==> src/rtl/grs_seq_pkg.sv <==
// Shared types and default constants for the global reset sequencer.
// The state enum doubles as the debug encoding driven out on seq_state.
package grs_seq_pkg;

    typedef enum logic [2:0] {
        ST_ASSERT     = 3'd0,
        ST_WAIT_LOCK  = 3'd1,
        ST_STABLE     = 3'd2,
        ST_GRS_REL    = 3'd3,
        ST_PERIPH_REL = 3'd4,
        ST_RUN        = 3'd5
    } grs_state_t;

    // Default timing constants, in clk cycles.
    localparam int unsigned GRS_HOLD_CYCLES    = 16;
    localparam int unsigned GRS_STABLE_CYCLES  = 64;
    localparam int unsigned GRS_GAP_CYCLES     = 8;
    localparam int unsigned GRS_TIMEOUT_CYCLES = 4096;
    localparam int unsigned GRS_PERIPH_NUM     = 4;

    // Peripheral reset bit positions; release order follows the index.
    localparam int unsigned PERIPH_I2C0  = 0;
    localparam int unsigned PERIPH_I2C1  = 1;
    localparam int unsigned PERIPH_SPI   = 2;
    localparam int unsigned PERIPH_TIMER = 3;

    // Largest of three counts, used to size the shared phase counter.
    function automatic int unsigned grs_max3(input int unsigned a,
                                             input int unsigned b,
                                             input int unsigned c);
        int unsigned m;
        m = (a > b) ? a : b;
        return (m > c) ? m : c;
    endfunction

endpackage

==> src/rtl/grs_sync2.sv <==
// Two-flop synchronizer bringing an asynchronous level into the clk domain.
// A synchronous active-high clear forces both stages low.
module grs_sync2 (
    input  logic clk,
    input  logic rst,
    input  logic d,
    output logic q
);

    logic [1:0] sync_q;
    logic [1:0] sync_d;

    // Shift the raw input into the first stage, first stage into the second.
    always_comb begin
        sync_d = {sync_q[0], d};
    end

    // Synchronizer stages, cleared while rst is high.
    // NOTE: flops use non-blocking assignments so every stage samples the
    // pre-edge value of its neighbour; blocking here would collapse the chain.
    always_ff @(posedge clk) begin
        if (rst) begin
            sync_q <= '0;
        end else begin
            sync_q <= sync_d;
        end
    end

    assign q = sync_q[1];

endmodule

==> src/rtl/grs_reset_sequencer.sv <==
// Global reset sequencer: holds GRS_N low for a minimum time, waits for a
// stable synchronized PLL lock, releases GRS_N, then releases the peripheral
// resets one by one at a fixed spacing. Software request or lock loss
// re-enters reset.
// Optional feature macro: GRS_SEQ_LOCK_TIMEOUT_EN adds a WAIT_LOCK timeout
// that sets the sticky lock_timeout flag and retries the sequence.
module grs_reset_sequencer
    import grs_seq_pkg::*;
#(
    parameter int unsigned HOLD_CYCLES    = GRS_HOLD_CYCLES,
    parameter int unsigned STABLE_CYCLES  = GRS_STABLE_CYCLES,
    parameter int unsigned GAP_CYCLES     = GRS_GAP_CYCLES,
    parameter int unsigned PERIPH_NUM     = GRS_PERIPH_NUM
`ifdef GRS_SEQ_LOCK_TIMEOUT_EN
    ,
    parameter int unsigned TIMEOUT_CYCLES = GRS_TIMEOUT_CYCLES
`endif
) (
    input  logic                  clk,
    input  logic                  rst,
    input  logic                  pll_lock,
    input  logic                  soft_rst_req,
    output logic                  grs_n,
    output logic [PERIPH_NUM-1:0] periph_rstn,
    output logic                  rst_done,
    output logic                  lock_timeout,
    output logic [2:0]            seq_state
);

    localparam int unsigned CNT_MAX = grs_max3(HOLD_CYCLES, STABLE_CYCLES, GAP_CYCLES);
    localparam int unsigned CNT_W   = (CNT_MAX > 1) ? $clog2(CNT_MAX) : 1;
    localparam int unsigned IDX_W   = (PERIPH_NUM > 1) ? $clog2(PERIPH_NUM) : 1;

    grs_state_t            state_q, state_d;
    logic [CNT_W-1:0]      cnt_q, cnt_d;
    logic [IDX_W-1:0]      idx_q, idx_d;
    logic                  grs_n_q, grs_n_d;
    logic [PERIPH_NUM-1:0] periph_rstn_q, periph_rstn_d;
    logic                  rst_done_q, rst_done_d;
    logic                  lock_s;

    grs_sync2 u_lock_sync (
        .clk (clk),
        .rst (rst),
        .d   (pll_lock),
        .q   (lock_s)
    );

`ifdef GRS_SEQ_LOCK_TIMEOUT_EN
    localparam int unsigned TO_W = (TIMEOUT_CYCLES > 1) ? $clog2(TIMEOUT_CYCLES) : 1;

    logic [TO_W-1:0] to_cnt_q, to_cnt_d;
    logic            lock_timeout_q, lock_timeout_d;
    logic            to_expired;

    // Count WAIT_LOCK cycles since ASSERT was last left; flag expiry once.
    always_comb begin
        to_expired     = (state_q == ST_WAIT_LOCK) && !lock_s && !soft_rst_req &&
                         (to_cnt_q == TO_W'(TIMEOUT_CYCLES - 1));
        to_cnt_d       = to_cnt_q;
        if (state_q == ST_ASSERT) begin
            to_cnt_d = '0;
        end else if ((state_q == ST_WAIT_LOCK) &&
                     (to_cnt_q != TO_W'(TIMEOUT_CYCLES - 1))) begin
            to_cnt_d = to_cnt_q + TO_W'(1);
        end
        lock_timeout_d = lock_timeout_q | to_expired;
    end

    // Timeout counter and sticky flag; only rst clears the flag.
    always_ff @(posedge clk) begin
        if (rst) begin
            to_cnt_q       <= '0;
            lock_timeout_q <= 1'b0;
        end else begin
            to_cnt_q       <= to_cnt_d;
            lock_timeout_q <= lock_timeout_d;
        end
    end

    assign lock_timeout = lock_timeout_q;
`else
    assign lock_timeout = 1'b0;
`endif

    // Next-state, counter and registered-output computation.
    // NOTE: every signal written here gets a default first, so no path leaves
    // one unassigned and no latch is inferred.
    always_comb begin
        state_d       = state_q;
        cnt_d         = cnt_q;
        idx_d         = idx_q;
        periph_rstn_d = periph_rstn_q;

        if (soft_rst_req) begin
            // Also restarts the hold count when already in ASSERT.
            state_d = ST_ASSERT;
            cnt_d   = '0;
        end else if (!lock_s && ((state_q == ST_GRS_REL) ||
                                 (state_q == ST_PERIPH_REL) ||
                                 (state_q == ST_RUN))) begin
            state_d = ST_ASSERT;
            cnt_d   = '0;
        end else begin
            unique case (state_q)
                ST_ASSERT: begin
                    if (cnt_q == CNT_W'(HOLD_CYCLES - 1)) begin
                        state_d = ST_WAIT_LOCK;
                        cnt_d   = '0;
                    end else begin
                        cnt_d = cnt_q + CNT_W'(1);
                    end
                end
                ST_WAIT_LOCK: begin
                    if (lock_s) begin
                        state_d = ST_STABLE;
                        cnt_d   = '0;
                    end
`ifdef GRS_SEQ_LOCK_TIMEOUT_EN
                    else if (to_expired) begin
                        state_d = ST_ASSERT;
                        cnt_d   = '0;
                    end
`endif
                end
                ST_STABLE: begin
                    if (!lock_s) begin
                        state_d = ST_WAIT_LOCK;
                        cnt_d   = '0;
                    end else if (cnt_q == CNT_W'(STABLE_CYCLES - 1)) begin
                        state_d = ST_GRS_REL;
                        cnt_d   = '0;
                    end else begin
                        cnt_d = cnt_q + CNT_W'(1);
                    end
                end
                ST_GRS_REL: begin
                    if (cnt_q == CNT_W'(GAP_CYCLES - 1)) begin
                        // The first peripheral is released on leaving GRS_REL.
                        periph_rstn_d[PERIPH_I2C0] = 1'b1;
                        idx_d   = '0;
                        cnt_d   = '0;
                        state_d = (PERIPH_NUM == 1) ? ST_RUN : ST_PERIPH_REL;
                    end else begin
                        cnt_d = cnt_q + CNT_W'(1);
                    end
                end
                ST_PERIPH_REL: begin
                    if (cnt_q == CNT_W'(GAP_CYCLES - 1)) begin
                        idx_d                = idx_q + IDX_W'(1);
                        periph_rstn_d[idx_d] = 1'b1;
                        cnt_d                = '0;
                        if (idx_q == IDX_W'(PERIPH_NUM - 2)) begin
                            state_d = ST_RUN;
                        end
                    end else begin
                        cnt_d = cnt_q + CNT_W'(1);
                    end
                end
                ST_RUN: begin
                    state_d = ST_RUN;
                end
                default: begin
                    state_d = ST_ASSERT;
                    cnt_d   = '0;
                end
            endcase
        end

        // Outputs follow the state being entered so they change on the same edge.
        grs_n_d    = (state_d == ST_GRS_REL) || (state_d == ST_PERIPH_REL) ||
                     (state_d == ST_RUN);
        rst_done_d = (state_d == ST_RUN);
        if (!grs_n_d) begin
            periph_rstn_d = '0;
        end
    end

    // State, counters and registered outputs.
    always_ff @(posedge clk) begin
        if (rst) begin
            state_q       <= ST_ASSERT;
            cnt_q         <= '0;
            idx_q         <= '0;
            grs_n_q       <= 1'b0;
            periph_rstn_q <= '0;
            rst_done_q    <= 1'b0;
        end else begin
            state_q       <= state_d;
            cnt_q         <= cnt_d;
            idx_q         <= idx_d;
            grs_n_q       <= grs_n_d;
            periph_rstn_q <= periph_rstn_d;
            rst_done_q    <= rst_done_d;
        end
    end

    assign grs_n       = grs_n_q;
    assign periph_rstn = periph_rstn_q;
    assign rst_done    = rst_done_q;
    assign seq_state   = state_q;

endmodule

==> config.mk <==
export PLATFORM = sky130hd
export DESIGN_NAME = grs_reset_sequencer
export DESIGN_NICKNAME = d
export VERILOG_FILES = /design/src/rtl/grs_seq_pkg.sv /design/src/rtl/grs_sync2.sv /design/src/rtl/grs_reset_sequencer.sv
export SDC_FILE = /design/constraint.sdc
export NUM_CORES = 1
export LEC_CHECK = 0
export BUFFER_PORTS_ARGS = -buffer_cell sky130_fd_sc_hd__buf_2
export CAP_MARGIN = 25
export CORE_MARGIN = 5
export CORE_UTILIZATION = 40
export DETAILED_ROUTE_END_ITERATION = 8
export PLACE_DENSITY_LB_ADDON = 0.3
export SKIP_CTS_REPAIR_TIMING = 1
export SYNTH_ARGS = -nofsm -noshare
export SYNTH_HDL_FRONTEND = slang
export SYNTH_HIERARCHICAL = 1
export SYNTH_SLANG_ARGS = --single-unit
==> constraint.sdc <==
create_clock -name clk -period 2 [get_ports clk]
set_input_delay 0.2 -clock clk [delete_from_list [all_inputs] [get_ports clk]]
set_output_delay 0.2 -clock clk [all_outputs]
set_load 0.01 [all_outputs]
==> impl_metrics.ini <==
[timing]
slew_viol_final = 0
holdWs_ps = 78.2
fmax_ghz = 0.541
finClkSkew_ps = 19.2
rsz0062_at_grt = false
min_period_ps = 1850
fin_tns_setup_ps = 0
setup_ws_ps = 153
post-route-period-util_pct = 92.4
hold_viol = 0
setup_violations = 0

[setup_path]
cp.required_ps = 2190
cp_slowest_cell = or3b_1
path_buf_inv = 0
critical_path.cell_chain = or3b_1, o211ai_2, a21oi_2, a211oi_4, nor3_1
critical_path.max_fanout = 6
max_stage_delay_ps = 510
cp-start-kind = flop
ff2ff_setup_slack_ps = 150
critPathCaptureType = flop
arrival_ps = 2040
critical_path_class = reg2reg
path_delay_family = compound AO/OA/AOI/OAI gates

[yosys]
yosysWarnings = 6
synth_edf_count = 0
synthCells = 122
ys_seq_area_share_pct = 36.1
async_flop_share_pct = 0
synth_common_cells = 19 x dfxtp_1, 13 x nor2_1, 9 x nand2_1, 9 x nor3_1, 7 x a21oi_1
synth_ff_type = dfxtp_1
syn_area_sq_um = 1050
yosysUniqueCellTypes = 41
yosysTopAreaCell = dfxtp_1
synth.avg_cell_area_sq_um = 8.64
synth_seq_cells = 19
synth_fp_nets = 131
synth_top_area_share_pct = 36.1
synth_area_leaders = dfxtp_1 36%, ha_1 5.9%, nor2_1 4.6%, nor3_1 4.3%, nor2b_1 3.6%
yosysMostFrequentCell = dfxtp_1

[route]
dr.pass1.iters = 4
routed_wl_microns = 2180
via_count = 896
ant_nets = 0
wl_per_cell_microns = 13.2
via_per_inst = 5.43
drc = 0
first_iter_violations = 45

[global_route]
overflow = 0
grt_pass1_wl_microns = 3880
grt_usage_pct = 13.8
grt_pass1_vias = 860
antenna_found_initial = 0
grt_max_degree = 15

[floorplanning]
start_util_pct = 42.1
core_area_sq_um = 2500
ioPinCount = 14
die_h_microns = 61.3
dieWidth_microns = 61.3
fp-row-count = 18
die-area_sq_um = 3760

[clock_network]
insertion_delay_ps = 320
clock_sinks = 19
cts_buffer_depth = 2
tritoncts = built
root_buffer = clkbuf_4
cts_max_level = 1
clk_pin_slew_ps = 130
numCtsBuffers = 3

[finish]
area_delta_synth_final_pct = 10.3
layout-drive-gt1-share_pct = 22.2
antennaDiodeCount = 0
fin_util_pct = 46.5
n_fill_cell = 236
fin_nets = 145

[pwr]
peakVddDrop_v = 0.000324
power.density_nw_per_um2 = 530
p_leak_nw = 0.464
total_power_w = 0.000616

[place]
dp_slack_ps = 158
gp_congestion = 0.757
place_hpwl_microns = 1660
portBuffers = 12

[min_path]
hold_path_class = in2reg

[flow_run]
maxCapViolCount = 0

[run_status]
status = complete, no violations
## where the power goes
part / switching (W) / internal, W / leakage (nW)
Combinational: 0.0000111 / 0.00000837 / 0.296
Clock: 0.000135 / 0.0000765 / 0.0139
Sequential: 0.00000313 / 0.000382 / 0.154
## path summary, 6_finish.rpt
check / startpoint / end / cells past startpoint
hold / removal: pll_lock / u_lock_sync/sync_q[0] / 2
setup / recovery: cnt_q[4] / periph_rstn[2] / 5
hold reg to reg: u_lock_sync/sync_q[0] / u_lock_sync/sync_q[1] / 1
setup reg to reg: cnt_q[4] / periph_rstn[2] / 5
## flip-flops by register name, indices dropped and copies added (netlist names)
name                cells
periph_rstn             4
cnt_q                   6
u_lock_sync/sync_q      2
seq_state               3
idx_q                   2
grs_n                   1
rst_done                1
## per-stage QoR
step	instance area, sq um	std cells
after floorplan	1050	122
after global placement	1130	161
after detailed placement	1130	161
after CTS	1160	165
after global routing	1160	165
final	1160	165
## kinds of logic (layout without fill, tap and decap cells)
family / Yosys count / in the layout / synth area share [%]
buffers and inverters: 8 / 21 / 4.28
other: 1 / 1 / 0.356
AO/OA/AOI/OAI: 29 / 29 / 21.6
AND/OR/NAND/NOR: 57 / 57 / 29.1
flip-flops: 19 / 19 / 36.1
XOR/XNOR: 2 / 2 / 1.66
adder cells (fa/ha/maj): 5 / 5 / 5.94
multiplexers: 1 / 1 / 0.950
## per-layer routing
| metal | GRT usage [%] | vias to the layer above | wire [microns] | share of wire [%] |
|---|---|---|---|---|
| met5 | 0 | - | 0 | 0 |
| met1 | 17.8 | 412 | 1060 | 49 |
| met4 | 6.50 | 0 | 46 | 2.1 |
| met2 | 21.5 | 19 | 949 | 43 |
| met3 | 3.56 | 5 | 125 | 5.7 |
| li1 | - | 460 | - | - |
## placed cells by master, fill, tap and decap left out, drive strengths merged, types with 2 or more instances in the layout
cell type / netlist / final
buf: 5 / 14
nand2: 9 / 9
nor3b: 2 / 2
nor3: 10 / 10
nor2b: 6 / 6
o31a: 2 / 2
ha: 5 / 5
and3: 3 / 3
dfxtp: 19 / 19
o211ai: 3 / 3
a22oi: 2 / 2
nor2: 14 / 14
inv: 3 / 3
a31oi: 4 / 4
a21oi: 8 / 8
o21ai: 2 / 2
nand3: 5 / 5
nand2b: 4 / 4
a211oi: 3 / 3
clkbuf: 0 / 3
a21o: 2 / 2
xnor2: 2 / 2
## layout make-up
cell class	count	area [sq um]	area share (%)
clock buffers	3	22.5	1.94
clock inverters	1	7.51	0.646
inverters	3	11.3	0.969
multi-input cells	95	628	54.0
flip-flops and latches	19	380	32.7
well taps	30	37.5	3.23
repair buffers	14	75.1	6.46
Power figures use the tool's default switching activity.
